## src/rtl/alu_ctrl_pkg.sv

```systemverilog
// rtl/alu_ctrl_pkg.sv - shared state encoding and widths for the ALU load controller
package alu_ctrl_pkg;

    localparam int STATE_W    = 2;
    localparam int DEF_DATA_W = 8;

    typedef enum logic [STATE_W-1:0] {
        S_A   = 2'd0,
        S_B   = 2'd1,
        S_OP  = 2'd2,
        S_RES = 2'd3
    } state_t;

endpackage

```

## src/rtl/sync_edge.sv

```systemverilog
// rtl/sync_edge.sv - multi-flop synchroniser followed by a rising-edge one-cycle pulse
module sync_edge #(
    parameter int SYNC_STAGES = 2
) (
    input  logic clk,
    input  logic rst,
    input  logic d,
    output logic pulse
);

    logic [SYNC_STAGES-1:0] chain;
    logic                   prev;

    always_ff @(posedge clk or negedge rst) begin
        if (!rst) begin
            chain <= '0;
            prev  <= 1'b0;
        end else begin
            chain <= {chain[SYNC_STAGES-2:0], d};
            prev  <= chain[SYNC_STAGES-1];
        end
    end

    // One pulse per rising edge of the synchronised level, however long it is held.
    assign pulse = chain[SYNC_STAGES-1] & ~prev;

endmodule

```

## src/rtl/alu_load_ctrl.sv

```systemverilog
// rtl/alu_load_ctrl.sv - sequences A/B/opcode loads from one switch bus and one button
module alu_load_ctrl
    import alu_ctrl_pkg::*;
#(
    parameter int DATA_W      = DEF_DATA_W,
    parameter int SYNC_STAGES = 2
) (
    input  logic              clk,
    input  logic              rst,
    input  logic              btn,
    input  logic              clr,
    input  logic [DATA_W-1:0] sw,
    output logic [DATA_W-1:0] d_out,
    output logic              en_a,
    output logic              en_b,
    output logic              en_op,
    output logic              regs_rst,
    output logic              result_valid,
    output logic [1:0]        state_o
);

    logic btn_ev;
    logic clr_ev;

    sync_edge #(.SYNC_STAGES(SYNC_STAGES)) u_btn_sync (
        .clk   (clk),
        .rst   (rst),
        .d     (btn),
        .pulse (btn_ev)
    );

    sync_edge #(.SYNC_STAGES(SYNC_STAGES)) u_clr_sync (
        .clk   (clk),
        .rst   (rst),
        .d     (clr),
        .pulse (clr_ev)
    );

    state_t            state_q;
    state_t            state_n;
    logic [DATA_W-1:0] d_n;
    logic              en_a_n;
    logic              en_b_n;
    logic              en_op_n;
    logic              regs_rst_n;
    logic              result_valid_n;

    always_ff @(posedge clk or negedge rst) begin
        if (!rst) begin
            state_q      <= S_A;
            d_out        <= '0;
            en_a         <= 1'b0;
            en_b         <= 1'b0;
            en_op        <= 1'b0;
            regs_rst     <= 1'b0;
            result_valid <= 1'b0;
        end else begin
            state_q      <= state_n;
            d_out        <= d_n;
            en_a         <= en_a_n;
            en_b         <= en_b_n;
            en_op        <= en_op_n;
            regs_rst     <= regs_rst_n;
            result_valid <= result_valid_n;
        end
    end

    always_comb begin
        state_n    = state_q;
        d_n        = d_out;
        en_a_n     = 1'b0;
        en_b_n     = 1'b0;
        en_op_n    = 1'b0;
        regs_rst_n = 1'b0;
        // Clear outranks a coincident press; the press is dropped.
        if (clr_ev) begin
            state_n    = S_A;
            d_n        = '0;
            regs_rst_n = 1'b1;
        end else if (btn_ev) begin
            case (state_q)
                S_A: begin
                    d_n     = sw;
                    en_a_n  = 1'b1;
                    state_n = S_B;
                end
                S_B: begin
                    d_n     = sw;
                    en_b_n  = 1'b1;
                    state_n = S_OP;
                end
                S_OP: begin
                    d_n     = sw;
                    en_op_n = 1'b1;
                    state_n = S_RES;
                end
                S_RES:   state_n = S_A;
                default: state_n = S_A;
            endcase
        end
        result_valid_n = (state_n == S_RES);
    end

    assign state_o = state_q;

endmodule
```

## config.mk

```make
export PLATFORM = sky130hd
export DESIGN_NAME = alu_load_ctrl
export DESIGN_NICKNAME = d
export VERILOG_FILES = /design/src/rtl/alu_ctrl_pkg.sv /design/src/rtl/sync_edge.sv /design/src/rtl/alu_load_ctrl.sv
export SDC_FILE = /design/constraint.sdc
export NUM_CORES = 1
export LEC_CHECK = 0
export CORE_MARGIN = 1.5
export CORE_UTILIZATION = 40
export DETAILED_ROUTE_END_ITERATION = 6
export PLACE_DENSITY = 0.71
export SLEW_MARGIN = 5
export SYNTH_ARGS = -nofsm -noshare
export SYNTH_HDL_FRONTEND = slang
export SYNTH_SLANG_ARGS = --single-unit
```

## constraint.sdc

```tcl
create_clock -name clk -period 1.7 [get_ports clk]
set_input_delay 0.34 -clock clk [delete_from_list [all_inputs] [get_ports clk]]
set_output_delay 0.34 -clock clk [all_outputs]
set_load 0.01 [all_outputs]
```

==> impl_metrics.json <==
{
  "grt_max_degree": 22,
  "max_slew.worst_pin.slew_ps": 489,
  "cts.htree.levels": 1,
  "fp.coreArea_um2": 1920,
  "ctsHoldBuffers": 0,
  "drc": 0,
  "syn_nets": 87,
  "syn-instance-count": 70,
  "port_buffers": 26,
  "first_pass_iters": 4,
  "ir_drop_v": 0.000635,
  "cp_cell_sequence": "clkdlybuf4s50_1",
  "grt_pass1_wl_um": 2170,
  "period_needed_ps": 1630,
  "slew-limit-headroom_pct": 67.3,
  "finalSetupViolations": 0,
  "die_y_um": 47.9,
  "nNetsFinal": 117,
  "clock_path_buffers": 2,
  "timing_worst_setup_path_type": "flip-flop to output port",
  "required_ps": 1360,
  "status": "finished clean",
  "synth_edf_count": 0,
  "detail-route-antenna-nets": 0,
  "crit_family": "buffers and inverters",
  "fin_skew_ps": 0.854,
  "layout_setup_ws_ps": 74.8,
  "ys_seq_elements": 21,
  "drt-wirelength-per-cell_um": 11.6,
  "pre_cts_ws_ps": 244,
  "max_cap_viol_count": 0,
  "post_cts_buffers": 0,
  "start_util_pct": 42.0,
  "fin_tns_setup_ps": 0,
  "final_cells": 126,
  "fmax_mhz": 615,
  "synthTopCellsByCount": "dfrtp_1 (21), nand2_1 (17), a21oi_1 (9)",
  "area.growth.synth_to_final_pct": 39.8,
  "synth_cell_types": 15,
  "rsz0062_at_grt": "false",
  "synth.area.top_cells": "dfrtp_1 (65%), nand2_1 (7.9%), ha_1 (7.8%)",
  "ys_warn_count": 0,
  "cts_root_buf": "clkbuf_4",
  "overflow": 0,
  "route.vias.total": 598,
  "rows": 16,
  "syn_area_per_cell_um2": 11.5,
  "cp_max_fo": 6,
  "layout-drive-gt1-share_pct": 8.08,
  "utilization_pct": 58.7,
  "synth-main-ff-cell": "dfrtp_1",
  "die_w_um": 47.9,
  "yosysMostFrequentCell": "dfrtp_1",
  "timing.final.crit_share_pct": 95.6,
  "tritoncts": "built",
  "dp_hpwl_um": 1080,
  "insertedDiodeCount": 0,
  "crit_path_max_incr_delay_ps": 560,
  "viasPerCell": 4.75,
  "worstSetupEndpointType": "output port",
  "sequential_cell_area_um2": 528,
  "crit_path_top_delay_cell": "clkdlybuf4s50_1",
  "grt_pass1_vias": 498,
  "dieArea_um2": 2300,
  "seq_area_frac_synth_pct": 65.1,
  "hold_path_class": "flip-flop to flip-flop",
  "cts.sinks": 21,
  "antenna_found_initial": 0,
  "synth_area_um2": 807,
  "finalHoldViolations": 0,
  "drv_slew": 0,
  "synth-async-reset-ratio_pct": 100,
  "fillCellCount": 179,
  "clock_latency_ps": 300,
  "cp_num_buf_inv": 1,
  "cts-buffers-inserted": 3,
  "placedCellCount": 122,
  "multiInputGateArea_um2": 260,
  "grtUsageTotal_pct": 13.8,
  "synth_top_area_share_pct": 65.1,
  "crit_arrival_ps": 1290,
  "routed_wl_um": 1460,
  "crit_path_start_kind": "flip-flop",
  "total_leakage_power_nw": 0.514,
  "synth_top_cell_by_area": "dfrtp_1",
  "powerDensity_nw_per_um2": 891,
  "drt-initial-drc-count": 5,
  "routabilityCongestion": 0.760,
  "pin_count": 27,
  "clk_pin_slew_ps": 110
}
[flip-flops by register name, indices dropped and copies added, names as in the netlist]
register,flops
u_btn_sync.chain,2
result_valid,1
en_op,1
regs_rst,1
d_out,8
state_o,2
en_b,1
en_a,1
u_clr_sync.prev,1
u_btn_sync.prev,1
u_clr_sync.chain,2
[logic make-up after synthesis]
group	count (synthesis)	synth area share [%]
DFF	21	65.1
buffers and inverters	5	2.64
adders and majority gates	5	7.75
and+or+nand+nor	28	16.9
AOI/OAI and AO/OA	11	7.60
[cell usage in the layout, fill, tap and decap left out]
master and n:
and2b_1 1, nor2_1 2, clkbuf_4 3, buf_4 1, nor3b_2 1, clkinv_2 1
nand2b_1 2, dfrtp_1 19, a211oi_1 1, ha_1 5, a21oi_1 9, nand2_1 17
and3_1 3, o32ai_1 1, inv_1 3, dfrtp_2 2, nand3_1 1, or3b_1 1
clkdlybuf4s50_1 26
[where the power goes]
group	internal (W)	switching, W	total (W)
clock	0.0000876	0.000142	0.000230
sequential	0.000541	0.0000276	0.000569
combinational	0.000113	0.0000940	0.000207
[layout make-up]
class                      instances  share of cell area, %
clock buffer                       3                   2.00
multi-input combinational         44                   23.1
clock inverter                     1                  0.443
timing repair buffer              27                   23.7
inverter                           3                  0.998
sequential                        21                   46.8
tap                               27                   2.99
[timing repair]
item                       in CTS  in global routing
gates resized for setup         0                  2
setup endpoints to repair       0                  2
hold endpoints to repair        0                  0
[final timing paths]
check	cells after the start	from	slack [ps]	endpoint
max	1	state_o[0]$_DFF_PN0_	70	state_o[0]
min	0	u_btn_sync.chain[0]$_DFF_PN0_	360	u_btn_sync.chain[1]$_DFF_PN0_
max reg2reg	4	state_o[0]$_DFF_PN0_	230	d_out[1]$_DFFE_PN0P_
min reg2reg	0	u_btn_sync.chain[0]$_DFF_PN0_	360	u_btn_sync.chain[1]$_DFF_PN0_
max in group asynchronous	2	rst	1110	state_o[1]$_DFF_PN0_
min in group asynchronous	2	rst	370	d_out[6]$_DFFE_PN0P_
[through the flow]
| step | cell area (um2) | hold WS, ps | power [W] |
|---|---|---|---|
| 2_1_floorplan | 807 | 44.4 | 0.000661 |
| 3_3_place_gp | 1100 | 335 | 0.000778 |
| 3_5_place_dp | 1100 | 339 | 0.000786 |
| 4_1_cts | 1130 | 363 | 0.00102 |
| 5_1_grt | 1130 | 368 | 0.00106 |
| 6_report | 1130 | 361 | 0.00101 |
[layer usage]
metal  global-route usage (%)  vias to the layer above  part of all wire (%)
met2                     21.6                       19                    52
met3                     3.40                        4                   4.0
met5                        0                        -                     0
li1                         -                      283                     -
met1                     18.1                      292                    43
met4                     6.49                        0                  0.96
(Power assumes the default switching activity.)
==> variant 1 (config.mk and constraints unchanged) <==
Register the inputs `btn`, `clr` and `sw` before use, without a reset. The logic sees them one clock later.
--- a/src/rtl/alu_load_ctrl.sv
+++ b/src/rtl/alu_load_ctrl.sv
@@ -19,20 +19,30 @@
     output logic [1:0]        state_o
 );
 
+    logic btn_q;
+    logic clr_q;
+    logic [DATA_W-1:0] sw_q;
+
+    always_ff @(posedge clk) begin
+        btn_q <= btn;
+        clr_q <= clr;
+        sw_q  <= sw;
+    end
+
     logic btn_ev;
     logic clr_ev;
 
     sync_edge #(.SYNC_STAGES(SYNC_STAGES)) u_btn_sync (
         .clk   (clk),
         .rst   (rst),
-        .d     (btn),
+        .d     (btn_q),
         .pulse (btn_ev)
     );
 
     sync_edge #(.SYNC_STAGES(SYNC_STAGES)) u_clr_sync (
         .clk   (clk),
         .rst   (rst),
-        .d     (clr),
+        .d     (clr_q),
         .pulse (clr_ev)
     );
 
@@ -80,17 +90,17 @@
         end else if (btn_ev) begin
             case (state_q)
                 S_A: begin
-                    d_n     = sw;
+                    d_n     = sw_q;
                     en_a_n  = 1'b1;
                     state_n = S_B;
                 end
                 S_B: begin
-                    d_n     = sw;
+                    d_n     = sw_q;
                     en_b_n  = 1'b1;
                     state_n = S_OP;
                 end
                 S_OP: begin
-                    d_n     = sw;
+                    d_n     = sw_q;
                     en_op_n = 1'b1;
                     state_n = S_RES;
                 end
Behaviour: not the same (Yosys sat finds a counterexample within 4 cycles, from zero or initial values and one cycle with rst low).
==> variant 1 against the original RTL <==
Cell count rose by 13%. Final area rose by 20%. Synthesized cell count rose by 14%. Sequential cell count rose by 10. Area after synthesis rose by 25%. Worst setup slack improved by 0.0024 ns. Wire length rose by 11%. Power rose by 38%. Critical path type unchanged. Critical endpoint unchanged.
==> variant 1: results (changes against the original RTL) <==
[outcome]
status=complete, no violations

[timing]
worst_pin_slew_ns=0.538  ; +0.0490 ns
fin_skew_ns=0.0171  ; +0.0162 ns

[final_layout]
regArea_um2=727  ; +38%
nets=129  ; +10%
nClkBuffers=7  ; +4
multi_input_area_share=0.193  ; -0.0380
num-fill-cells=211  ; +18%
clock_area_frac=0.0333  ; +0.00894
drive_above_1_share=0.0714  ; -0.00938
area_share_nonclk_buffers=0.200  ; -0.0373

[route]
vias=655  ; +9.5%
drtIter0Drc=7  ; +2
routedWlPerCell_um=11.4  ; -1.4%
dr.pass1.iters=3  ; -1
drt-vias-per-instance=4.61  ; -2.8%

[logic_synthesis]
ys_top_cells_by_area=dfrtp_1 52%, dfxtp_1 20%, nand2_1 6.3%
syn_avg_cell_area_um2=12.6  ; +9.2%
ys_top_cells_by_count=21 x dfrtp_1, 17 x nand2_1, 10 x dfxtp_1
ys_seq_elements=31  ; +48%

[placement]
gp_congestion=0.703  ; -7.5%
place_ws_ns=0.173  ; -0.0704 ns
dpl.hpwl_um=1100  ; +1.3%

[grt]
grt_pass1_vias=644  ; +29%

[pwr]
leakage_nw=0.624  ; +21%
vdd_drop_max_mv=0.721  ; +14%

[clock_tree]
cts_buffers=5  ; +2
clkLatencyLatePin_ns=0.32  ; +0.02 ns
htree_levels=2  ; +1

[worst_setup_path]
worst_r2r_endpoint=d_out[7]
regToRegSetupSlack_ns=0.19  ; -0.04 ns

## variant 1: how the worst max path moves through the flow
stage | start | to | slack, ns | depth (start not counted)
CTS | state_o[0] | state_o[0] | 0.007 | 1
global placement | state_o[0] | d_out[5] | 0.25 | 4
global route | state_o[0] | state_o[0] | 0.005 | 1
detailed placement | state_o[0] | d_out[7] | 0.17 | 4
floorplan | state_o[0] | d_out[0] | 0.30 | 5
finish | state_o[0] | state_o[0] | 0.08 | 1
## variant 1: cell families (layout without fill, tap and decap cells)
logic type,count (synthesis),in the layout,synth area share
DFF,31,31,0.720
and+or+nand+nor,28,28,0.135
AOI/OAI and AO/OA,11,11,0.0609
adders and majority gates,5,5,0.0621
buffers and inverters,5,37,0.0211
## variant 1: power groups by stage
stage	Sequential [W]	Clock (W)	Combinational (W)
global placement	0.000831	0	0.000203
CTS	0.000818	0.000391	0.000207
finish	0.000817	0.000365	0.000204
detailed placement	0.000833	0	0.000206
global route	0.000826	0.000428	0.000231
floorplan	0.000845	0	0.0000704
## variant 1: timing repair
action                     in CTS  in global routing
hold endpoints to repair        0                  0
resized for setup               0                  2
setup endpoints to repair       0                  2
## variant 1: layer usage
layer,GRT usage,wire (um),vias to the layer above
met5,0,0,-
met4,0.0897,31,0
met3,0.0537,96,5
met2,0.204,739,22
met1,0.180,758,306
li1,-,-,322
## variant 1: metrics by stage
step                hold WS [ns]  total power [W]  utilization  area (um2)
floorplan                 0.0444         0.000915            -        1010
detailed placement         0.320          0.00104        0.535        1300
global placement           0.317          0.00103        0.535        1300
global route               0.344          0.00149        0.556        1350
finish                     0.329          0.00139        0.556        1350
CTS                        0.329          0.00142        0.554        1350
==> variant 2 (same flow settings) <==
Made on the original files. `SYNC_STAGES` is set to 2 in 2 places; all go to 4.
--- a/src/rtl/sync_edge.sv
+++ b/src/rtl/sync_edge.sv
@@ -1,6 +1,6 @@
 // rtl/sync_edge.sv - multi-flop synchroniser followed by a rising-edge one-cycle pulse
 module sync_edge #(
-    parameter int SYNC_STAGES = 2
+    parameter int SYNC_STAGES = 4
 ) (
     input  logic clk,
     input  logic rst,
--- a/src/rtl/alu_load_ctrl.sv
+++ b/src/rtl/alu_load_ctrl.sv
@@ -3,7 +3,7 @@
     import alu_ctrl_pkg::*;
 #(
     parameter int DATA_W      = DEF_DATA_W,
-    parameter int SYNC_STAGES = 2
+    parameter int SYNC_STAGES = 4
 ) (
     input  logic              clk,
     input  logic              rst,
Formal check against the unedited RTL: not equivalent (a bounded check fails within 4 cycles, from zero or initial values and one cycle with rst low).
==> variant 2 against the original RTL <==
Sequential cell count is 4 higher. Worst setup slack worse by 0.00067 ns. Clock power is 6% higher. Area after synthesis is 13% higher. Wire length is 1.7% lower. Final area is 9.6% higher. Power is 12% higher.
==> variant 2: results (changes against the original RTL) <==
[outcome]
status=complete, no violations

[route]
wirelength_um=1440  ; -1.7%
drt-vias-per-instance=4.55  ; -4.2%
dr.pass1.iters=4  ; unchanged
drcViolationCount=0  ; unchanged
drtIter0Drc=6  ; +1

[final_layout]
drive_above_1_share=0.0865  ; +0.00573
num-fill-cells=194  ; +8.4%
nets=122  ; +4.3%
antenna_cells=0  ; unchanged
fin_util=0.570  ; -0.0169
reg_top3=d_out (8), u_btn_sync.chain (4), u_clr_sync.chain (4)

[min_path]
hp-class=reg -> reg

[logic_synthesis]
ys_top_cells_by_area=dfrtp_1 69%, nand2_1 7.0%, ha_1 6.9%
ys_top_cells_by_count=25 x dfrtp_1, 17 x nand2_1, 9 x a21oi_1
synthArstFlopShare=1.00  ; unchanged
synth_fp_nets=91  ; +4.6%
yosysWarnings=0  ; unchanged
seq_area_frac_synth=0.689  ; +0.0375
ys_types=15  ; unchanged

[clock_tree]
clkLatencyLatePin_ns=0.30  ; about the same
cts_buffers=3  ; unchanged
clk_pin_slew_ns=0.11  ; about the same
htree_levels=1  ; unchanged
cts.path.max_buffers=2  ; unchanged

[worst_setup_path]
cp_max_fo=6  ; unchanged
crit_family=buffers and inverters
regToRegSetupSlack_ns=0.20  ; -0.03 ns
cp_slowest_cell=clkdlybuf4s50_1

[placement]
dpl.hpwl_um=1090  ; +0.70%
place_area_mm2=0.00121  ; +10%
port_buffers=26  ; unchanged
gp_congestion=0.757  ; -0.41%

[timing]
fin_skew_ns=0.00183  ; +0.000977 ns
slew_headroom=0.759  ; +0.0862
holdWs_ns=0.362  ; +0.00148 ns

[grt]
grt_max_degree=26  ; +18%
grt_pass1_vias=581  ; +17%
grt_usage=0.132  ; -0.00621
grt_antenna_before_repair=0  ; unchanged
grt_pass1_wl_um=2520  ; +16%

[pwr]
vdd_drop_max_mv=0.702  ; +11%
leakage_nw=0.561  ; +9.0%

## variant 2: cell count changes after synthesis, sizes merged
cell   unedited run  this run
dfrtp            21        25
and2b             1         0
nor2b             0         1
## variant 2: final timing paths
| path | cells after the start | to | from |
|---|---|---|---|
| worst max-delay path | 1 | state_o[0] | state_o[0] |
| max in group asynchronous | 2 | state_o[1] | rst |
| min in group asynchronous | 2 | d_out[7] | rst |
| worst min-delay path | 0 | u_clr_sync.chain[2] | u_clr_sync.chain[1] |
| worst max register to register | 4 | d_out[3] | state_o[0] |
| worst min register to register | 0 | u_clr_sync.chain[2] | u_clr_sync.chain[1] |
## variant 2: area by class of cell
class	instances	share of cell area
Clock buffer	4	0.0212
Inverter	3	0.00910
Multi-Input combinational cell	44	0.211
Sequential cell	25	0.508
Tap cell	28	0.0283
Timing Repair Buffer	28	0.222
## variant 2: metrics by stage
| stage | std cells | setup WS (ns) |
|---|---|---|
| after CTS | 132 | 0.0123 |
| after floorplan | 74 | 0.280 |
| after detailed placement | 128 | 0.200 |
| final | 132 | 0.0741 |
| after global placement | 128 | 0.239 |
| after global routing | 132 | 0.0228 |
## variant 2: routing by layer
layer / wire (um) / global-route usage / share of wire / up-vias
li1: - / - / - / 302
met1: 638 / 0.151 / 0.44 / 280
met2: 710 / 0.232 / 0.49 / 16
met3: 75 / 0.0536 / 0.052 / 2
met4: 13 / 0.0270 / 0.0090 / 0
met5: 0 / 0 / 0 / -
## variant 2: repair_timing
item                                    in CTS  in global routing
endpoints found under the setup margin       0                  2
resized for setup                            0                  2
hold endpoints to repair                     0                  0
buffers inserted                             0                  0
## variant 2: where the power goes
| part | switching [W] | internal, W | total [W] |
|---|---|---|---|
| clock | 0.000152 | 0.0000915 | 0.000243 |
| sequential | 0.0000288 | 0.000641 | 0.000670 |
| combinational | 0.0000934 | 0.000116 | 0.000209 |
## variant 2: cell families after synthesis
kind of cell    synth area share
buf+inv                   0.0234
fa+ha+maj                 0.0689
flops                      0.689
compound gates            0.0675
simple gates               0.152
